===== src/rtl/bus_tag_channel_pkg.sv =====
// rtl/bus_tag_channel_pkg.sv - shared encodings for the bus-and-tag channel controller
package bus_tag_channel_pkg;

   typedef enum logic [2:0] {
      STATE_IDLE,
      STATE_SELECT,
      STATE_ADDRESS,
      STATE_INITIAL_STATUS,
      STATE_DATA,
      STATE_ENDING
   } state_t;

   typedef enum logic [1:0] {
      DIR_NONE,
      DIR_READ,
      DIR_WRITE
   } dir_t;

   localparam logic [7:0] STATUS_ATTN = 8'h80;
   localparam logic [7:0] STATUS_SM   = 8'h40;
   localparam logic [7:0] STATUS_CUE  = 8'h20;
   localparam logic [7:0] STATUS_BUSY = 8'h10;
   localparam logic [7:0] STATUS_CE   = 8'h08;
   localparam logic [7:0] STATUS_DE   = 8'h04;
   localparam logic [7:0] STATUS_UC   = 8'h02;
   localparam logic [7:0] STATUS_UE   = 8'h01;

   // Read-backward (x..x1100) and sense (x..x0100) both move data inbound.
   function automatic dir_t command_dir(input logic [7:0] cmd);
      dir_t d;
      d = DIR_NONE;
      if (cmd[1:0] == 2'b01)
         d = DIR_WRITE;
      else if (cmd[1:0] == 2'b10 || cmd[3:0] == 4'b0100 || cmd[3:0] == 4'b1100)
         d = DIR_READ;
      return d;
   endfunction

endpackage


===== src/rtl/bus_tag_channel.sv =====
// rtl/bus_tag_channel.sv - channel-side bus-and-tag selection, command, data and status sequencer
module bus_tag_channel #(
   parameter int unsigned TIMEOUT = 1024
) (
   input  logic       clk,
   input  logic       reset,
   output logic [7:0] a_bus_out,
   input  logic [7:0] a_bus_in,
   output logic       a_operational_out,
   output logic       a_hold_out,
   output logic       a_select_out,
   output logic       a_address_out,
   output logic       a_command_out,
   output logic       a_service_out,
   output logic       a_suppress_out,
   input  logic       a_request_in,
   input  logic       a_select_in,
   input  logic       a_operational_in,
   input  logic       a_address_in,
   input  logic       a_status_in,
   input  logic       a_service_in,
   input  logic [7:0] addr,
   input  logic [7:0] command,
   input  logic       start,
   input  logic       stop,
   input  logic [7:0] data_send_tdata,
   input  logic       data_send_tvalid,
   output logic       data_send_tready,
   output logic [7:0] data_recv_tdata,
   output logic       data_recv_tvalid,
   input  logic       data_recv_tready,
   output logic [7:0] status,
   output logic       status_valid
);
   import bus_tag_channel_pkg::*;

   localparam int TW = (TIMEOUT > 1) ? $clog2(TIMEOUT) + 1 : 1;

   state_t        state;
   dir_t          dir;
   logic [7:0]    cmd_q;
   logic          stop_pend;
   logic          st_taken;
   logic [TW-1:0] timer;
   logic [4:0]    tags_q;
   logic [4:0]    tags_now;
   logic          timeout_hit;
   logic          unused_inputs;

   assign unused_inputs  = a_request_in;
   assign a_suppress_out = 1'b0;
   assign tags_now       = {a_select_in, a_operational_in, a_address_in, a_status_in, a_service_in};

   // The wait clock restarts on any inbound tag edge; waits on the host side never expire.
   assign timeout_hit = (TIMEOUT != 0) && (state != STATE_IDLE) &&
                        (32'(timer) == TIMEOUT - 1);

   always_ff @(posedge clk) begin
      if (reset) begin
         state             <= STATE_IDLE;
         dir               <= DIR_NONE;
         cmd_q             <= 8'h00;
         stop_pend         <= 1'b0;
         st_taken          <= 1'b0;
         timer             <= '0;
         tags_q            <= '0;
         a_bus_out         <= 8'h00;
         a_operational_out <= 1'b0;
         a_hold_out        <= 1'b0;
         a_select_out      <= 1'b0;
         a_address_out     <= 1'b0;
         a_command_out     <= 1'b0;
         a_service_out     <= 1'b0;
         data_send_tready  <= 1'b0;
         data_recv_tdata   <= 8'h00;
         data_recv_tvalid  <= 1'b0;
         status            <= 8'h00;
         status_valid      <= 1'b0;
      end else begin
         a_operational_out <= 1'b1;
         status_valid      <= 1'b0;
         tags_q            <= tags_now;

         if (state == STATE_IDLE || tags_now != tags_q || data_recv_tvalid || data_send_tready)
            timer <= '0;
         else
            timer <= timer + 1'b1;

         if (state != STATE_IDLE && stop)
            stop_pend <= 1'b1;

         if (timeout_hit) begin
            a_bus_out        <= 8'h00;
            a_hold_out       <= 1'b0;
            a_select_out     <= 1'b0;
            a_address_out    <= 1'b0;
            a_command_out    <= 1'b0;
            a_service_out    <= 1'b0;
            data_send_tready <= 1'b0;
            data_recv_tvalid <= 1'b0;
            state            <= STATE_IDLE;
         end else begin
            case (state)
               STATE_IDLE: begin
                  a_bus_out        <= 8'h00;
                  a_hold_out       <= 1'b0;
                  a_select_out     <= 1'b0;
                  a_address_out    <= 1'b0;
                  a_command_out    <= 1'b0;
                  a_service_out    <= 1'b0;
                  data_send_tready <= 1'b0;
                  data_recv_tvalid <= 1'b0;
                  stop_pend        <= 1'b0;
                  st_taken         <= 1'b0;
                  if (start) begin
                     cmd_q         <= command;
                     dir           <= command_dir(command);
                     a_bus_out     <= addr;
                     a_address_out <= 1'b1;
                     a_hold_out    <= 1'b1;
                     a_select_out  <= 1'b1;
                     state         <= STATE_SELECT;
                  end
               end

               STATE_SELECT: begin
                  if (a_select_in) begin
                     a_bus_out     <= 8'h00;
                     a_hold_out    <= 1'b0;
                     a_select_out  <= 1'b0;
                     a_address_out <= 1'b0;
                     state         <= STATE_IDLE;
                  end else if (a_status_in && !a_operational_in) begin
                     // Short busy: answered with a single service pulse, cleared again by IDLE.
                     status        <= a_bus_in;
                     a_service_out <= 1'b1;
                     a_bus_out     <= 8'h00;
                     a_hold_out    <= 1'b0;
                     a_select_out  <= 1'b0;
                     a_address_out <= 1'b0;
                     state         <= STATE_IDLE;
                  end else if (a_operational_in && a_address_in) begin
                     a_address_out <= 1'b0;
                     a_hold_out    <= 1'b0;
                     a_select_out  <= 1'b0;
                     a_bus_out     <= cmd_q;
                     a_command_out <= 1'b1;
                     state         <= STATE_ADDRESS;
                  end
               end

               STATE_ADDRESS: begin
                  if (!a_address_in) begin
                     a_command_out <= 1'b0;
                     a_bus_out     <= 8'h00;
                     state         <= STATE_INITIAL_STATUS;
                  end
               end

               STATE_INITIAL_STATUS: begin
                  if (!a_service_out) begin
                     if (a_status_in) begin
                        status        <= a_bus_in;
                        a_service_out <= 1'b1;
                        if (a_bus_in != 8'h00 || dir == DIR_NONE) begin
                           status_valid <= 1'b1;
                           st_taken     <= 1'b1;
                           state        <= STATE_ENDING;
                        end
                     end
                  end else if (!a_status_in) begin
                     a_service_out <= 1'b0;
                     state         <= STATE_DATA;
                  end
               end

               STATE_DATA: begin
                  if (a_status_in) begin
                     data_recv_tvalid <= 1'b0;
                     data_send_tready <= 1'b0;
                     a_service_out    <= 1'b0;
                     a_command_out    <= 1'b0;
                     st_taken         <= 1'b0;
                     state            <= STATE_ENDING;
                  end else if (a_service_out || a_command_out) begin
                     if (!a_service_in) begin
                        a_service_out <= 1'b0;
                        a_command_out <= 1'b0;
                     end
                  end else if (a_service_in) begin
                     // A completed handshake outranks a stop arriving in the same cycle.
                     if (dir == DIR_READ) begin
                        if (data_recv_tvalid && data_recv_tready) begin
                           data_recv_tvalid <= 1'b0;
                           a_service_out    <= 1'b1;
                        end else if (stop || stop_pend) begin
                           data_recv_tvalid <= 1'b0;
                           a_command_out    <= 1'b1;
                           stop_pend        <= 1'b0;
                        end else begin
                           data_recv_tvalid <= 1'b1;
                           data_recv_tdata  <= a_bus_in;
                        end
                     end else begin
                        if (data_send_tready && data_send_tvalid) begin
                           data_send_tready <= 1'b0;
                           a_bus_out        <= data_send_tdata;
                           a_service_out    <= 1'b1;
                        end else if (stop || stop_pend) begin
                           data_send_tready <= 1'b0;
                           a_command_out    <= 1'b1;
                           stop_pend        <= 1'b0;
                        end else begin
                           data_send_tready <= 1'b1;
                        end
                     end
                  end
               end

               STATE_ENDING: begin
                  if (a_status_in) begin
                     if (!st_taken) begin
                        status        <= a_bus_in;
                        status_valid  <= 1'b1;
                        a_service_out <= 1'b1;
                        st_taken      <= 1'b1;
                     end
                  end else begin
                     a_service_out <= 1'b0;
                     st_taken      <= 1'b0;
                     if (!a_operational_in) begin
                        a_bus_out        <= 8'h00;
                        a_hold_out       <= 1'b0;
                        a_select_out     <= 1'b0;
                        a_address_out    <= 1'b0;
                        a_command_out    <= 1'b0;
                        data_send_tready <= 1'b0;
                        data_recv_tvalid <= 1'b0;
                        state            <= STATE_IDLE;
                     end
                  end
               end

               default: state <= STATE_IDLE;
            endcase
         end
      end
   end

endmodule


===== config.mk =====
export PLATFORM = sky130hd
export DESIGN_NAME = bus_tag_channel
export DESIGN_NICKNAME = d
export VERILOG_FILES = /design/src/rtl/bus_tag_channel_pkg.sv /design/src/rtl/bus_tag_channel.sv
export SDC_FILE = /design/constraint.sdc
export NUM_CORES = 1
export LEC_CHECK = 0
export CORE_MARGIN = 2
export CORE_UTILIZATION = 44
export DETAILED_ROUTE_END_ITERATION = 10
export PLACE_DENSITY = 0.76
export SYNTH_ARGS = -nofsm -noshare
export SYNTH_HDL_FRONTEND = slang
export SYNTH_SLANG_ARGS = --single-unit

===== constraint.sdc =====
create_clock -name clk -period 2.3 [get_ports clk]
set_clock_uncertainty 0.2 [all_clocks]
set_input_delay 0.46 -clock clk [delete_from_list [all_inputs] [get_ports clk]]
set_output_delay 0.46 -clock clk [all_outputs]
set_load 0.01 [all_outputs]

==> results by group <==
Run status
  • Status: completed

Critical path
  • Crit path cell chain: clkdlybuf4s50_1 > or4_4 > o31ai_2 > buf_4 > a2111oi_2 > buf_4 > a211oi_1
  • CP max stage cell: or4_4
  • Setup Crit Path Kind: input pin to flop
  • Worst Setup End Kind: flop
  • R2R setup slack: 0.05 ns
  • Worst path max stage delay: 0.52 ns
  • Most frequent CP cell: buf_4
  • Crit path arrival time: 2.31 ns
  • Worst EP required: 2.34 ns
  • Critical-path maximum fanout: 5
  • Crit start category: input pin
  • Worst Reg-to-Reg Cells: 5

Placed design
  • Pre-CTS setup slack: -0.497 ns
  • Placed cells: 558
  • GP Congestion: 0.917
  • Final HPWL from detailed placement: 5980 um
  • I/O Buffers: 75

Clock network
  • Hold bufs inserted after CTS: 0
  • Num CTS Buffers: 9
  • CTS tree: built
  • Clk buf depth: 2
  • Clock sinks: 62
  • CTS Root Cell: clkbuf_8
  • Htree depth: 3
  • CTS clk-pin slew, worst paths: 0.07 ns
  • Clk_lat worst skew: 0.34 ns

Logic synthesis
  • Yosys cell types: 57
  • Yosys top cell area share: 40.4%
  • EDFF count, synth: 0
  • Synthesized flop and latch total: 62
  • Syn Inst Count: 368
  • Seq/Total Area, Yosys: 40.4%
  • Synth Flop Type: dfxtp_1
  • Dominant cells by area after synthesis: dfxtp_1, nand2_1, mux2i_1, a21oi_1, nor2_1
  • Net Count, Synth: 413
  • Synthesized-area fraction occupied by adder cells: 0.407%
  • Syn avg cell area: 8.35 um^2
  • Main combinational cell family by area after synthesis: simple AND/OR/NAND/NOR gates
  • Post-synthesis compound-gate area fraction: 21.0%
  • Async set-or-reset flop fraction in the synthesized netlist: 0%
  • Simple-gate portion of the synthesized area: 24.1%
  • Mapped cell area: 3070 um^2
  • Xor and xnor area share after synthesis: 3.99%
  • Yosys warning count: 0
  • Mux contribution to synthesized area: 5.90%
  • Synth area leader: dfxtp_1

Min path
  • Hold Path Depth: 2
  • Hold Path Class: flop to flop

Power and ir drop
  • Sw Share: 32.6%
  • Seq pwr share: 33.0%
  • Gate power share: 37.0%
  • Clk pwr share: 30.0%
  • Power Density: 863 nW/um^2
  • Int Pwr: 2.61 mW
  • Max VDD drop: 0.000524 V
  • Switching power: 1.26 mW
  • Leakage: 1.63 nW

GRT
  • Number of global-route vias before repair: 2790
  • Grt total ovfl: 0
  • Pin count of the biggest net entering global routing: 25
  • Initial antenna violation count: 0
  • First-pass GRT wire length: 13400 um
  • Gr usage total: 22.4%

Drt
  • DR vias/cell: 5.34
  • Wirelength, routed: 8670 um
  • WL/cell: 15.1 um
  • TritonRoute pass-1 iters: 5
  • DRT iter0 DRCs: 311
  • # DRC: 0
  • Post-route ant nets: 0
  • Vias: 3072

Die
  • Vert. Die Dim: 87.6 um
  • CORE AREA: 6790 um^2
  • Starting Density: 45.2%
  • Io pins: 78
  • Row count: 30
  • Die Area: 7670 um^2
  • Die W: 87.6 um

STA
  • Setup slack after layout: 0.0343 ns
  • Final setup viols: 0
  • Slew margin rel.: 63.9%
  • Pins Over Slew Limit: 0
  • F_max: 441 MHz
  • Final worst-path cycle share: 98.5%
  • Fin Setup TNS: 0 ns
  • Tmin final: 2.27 ns
  • Hold slack final: 0.257 ns
  • Worst-Margin Slew: 0.528 ns
  • Fin. Hold Viols: 0

Finish
  • ANT cells: 0
  • Post-layout nets: 520
  • Layout cells sized above 1: 15.9%
  • Non-filler cells, final: 575
  • Synthesis-to-finish area growth: 46.1%

Flow run
  • Max Cap Violations: 0
-- power by group through the flow --
stage                     sequential (mW)  combinational, mW  clock (mW)
after floorplan                      1.34              0.765           0
after global placement               1.30               1.32           0
after detailed placement             1.30               1.34           0
after CTS                            1.28               1.40        1.17
after global routing                 1.29               1.54        1.22
final                                1.28               1.44        1.16
-- per-layer routing --
metal	global-route usage (%)	share of wire [%]
met1	29.1	44
met2	36.2	49
met3	5.56	5.2
met4	7.69	1.8
met5	0	0
-- worst paths after layout --
check            endpoint        start
max              state[1]  a_bus_in[2]
min             status[2]    status[2]
max reg2reg  a_bus_out[3]     state[2]
min reg2reg     status[2]    status[2]
-- state kept, by name, summed over array words and instances (netlist names), 2 cells and up --
name	count
a_bus_out	8
cmd_q	8
data_recv_tdata	8
dir	2
state	3
status	8
tags_q	5
timer	11
-- cells in the final DEF, fill, tap and decap left out, drive strengths merged, types with 3 or more instances in the layout --
cell type,instances
a2111oi,5
a21o,10
a21oi,30
a22oi,8
and2,4
and3,4
buf,43
bufinv,3
clkbuf,11
clkdlybuf4s50,71
dfxtp,62
inv,4
mux2i,17
nand2,62
nand2b,6
nand3,7
nand3b,4
nor2,37
nor2b,10
nor3,8
o21a,4
o21ai,11
or3b,3
or4,3
xnor2,8
xor2,6
-- critical path: cells and delay by family --
family / cells / cell delay, ns
AOI/OAI and AO/OA: 3 / 0.56
buffers and inverters: 3 / 0.77
and+or+nand+nor: 1 / 0.52
-- through the flow --
stage | cell area (um^2) | total power, mW | util [%]
finish | 4490 | 3.88 | 66.1
global route | 4490 | 4.06 | 66.1
CTS | 4470 | 3.85 | 65.7
detailed placement | 4190 | 2.64 | 61.7
global placement | 4190 | 2.62 | 61.7
floorplan | 3080 | 2.10 | -
-- cell usage after synthesis (6+ instances only) --
cell type and n:
dfxtp_1 62, a22oi_1 8, a21o_1 10, nor2_1 37, mux2i_1 17, nand3_1 7
nor3_1 8, clkbuf_1 14, nor2b_1 10, xnor2_1 8, nand2_1 62, a21oi_1 28
o21ai_0 11, nand2b_1 6, xor2_1 6
-- kinds of logic (layout without fill, tap and decap cells) --
family / count (synthesis) / in the layout
compound gates: 88 / 89
xor+xnor: 14 / 14
fa+ha+maj: 1 / 1
buf+inv: 28 / 138
flops: 62 / 62
mux: 18 / 18
other cells: 1 / 1
simple gates: 156 / 156
-- what timing repair did --
action / in CTS / in global routing
pin swaps: 5 / 4
setup buffers: 0 / 1
setup endpoints to repair: 15 / 20
gates resized for setup: 9 / 6
gates cloned: 1 / 0
-- area by class of cell --
cell class	count	area [um^2]
inverters	5	18.8
fillers	569	2300
clock buffers	11	141
well taps	96	120
repair buffers	118	1110
flip-flops and latches	62	1240
clock inverters	4	95.1
multi-input cells	279	1760
No activity file was read; power rests on OpenSTA's default activity.
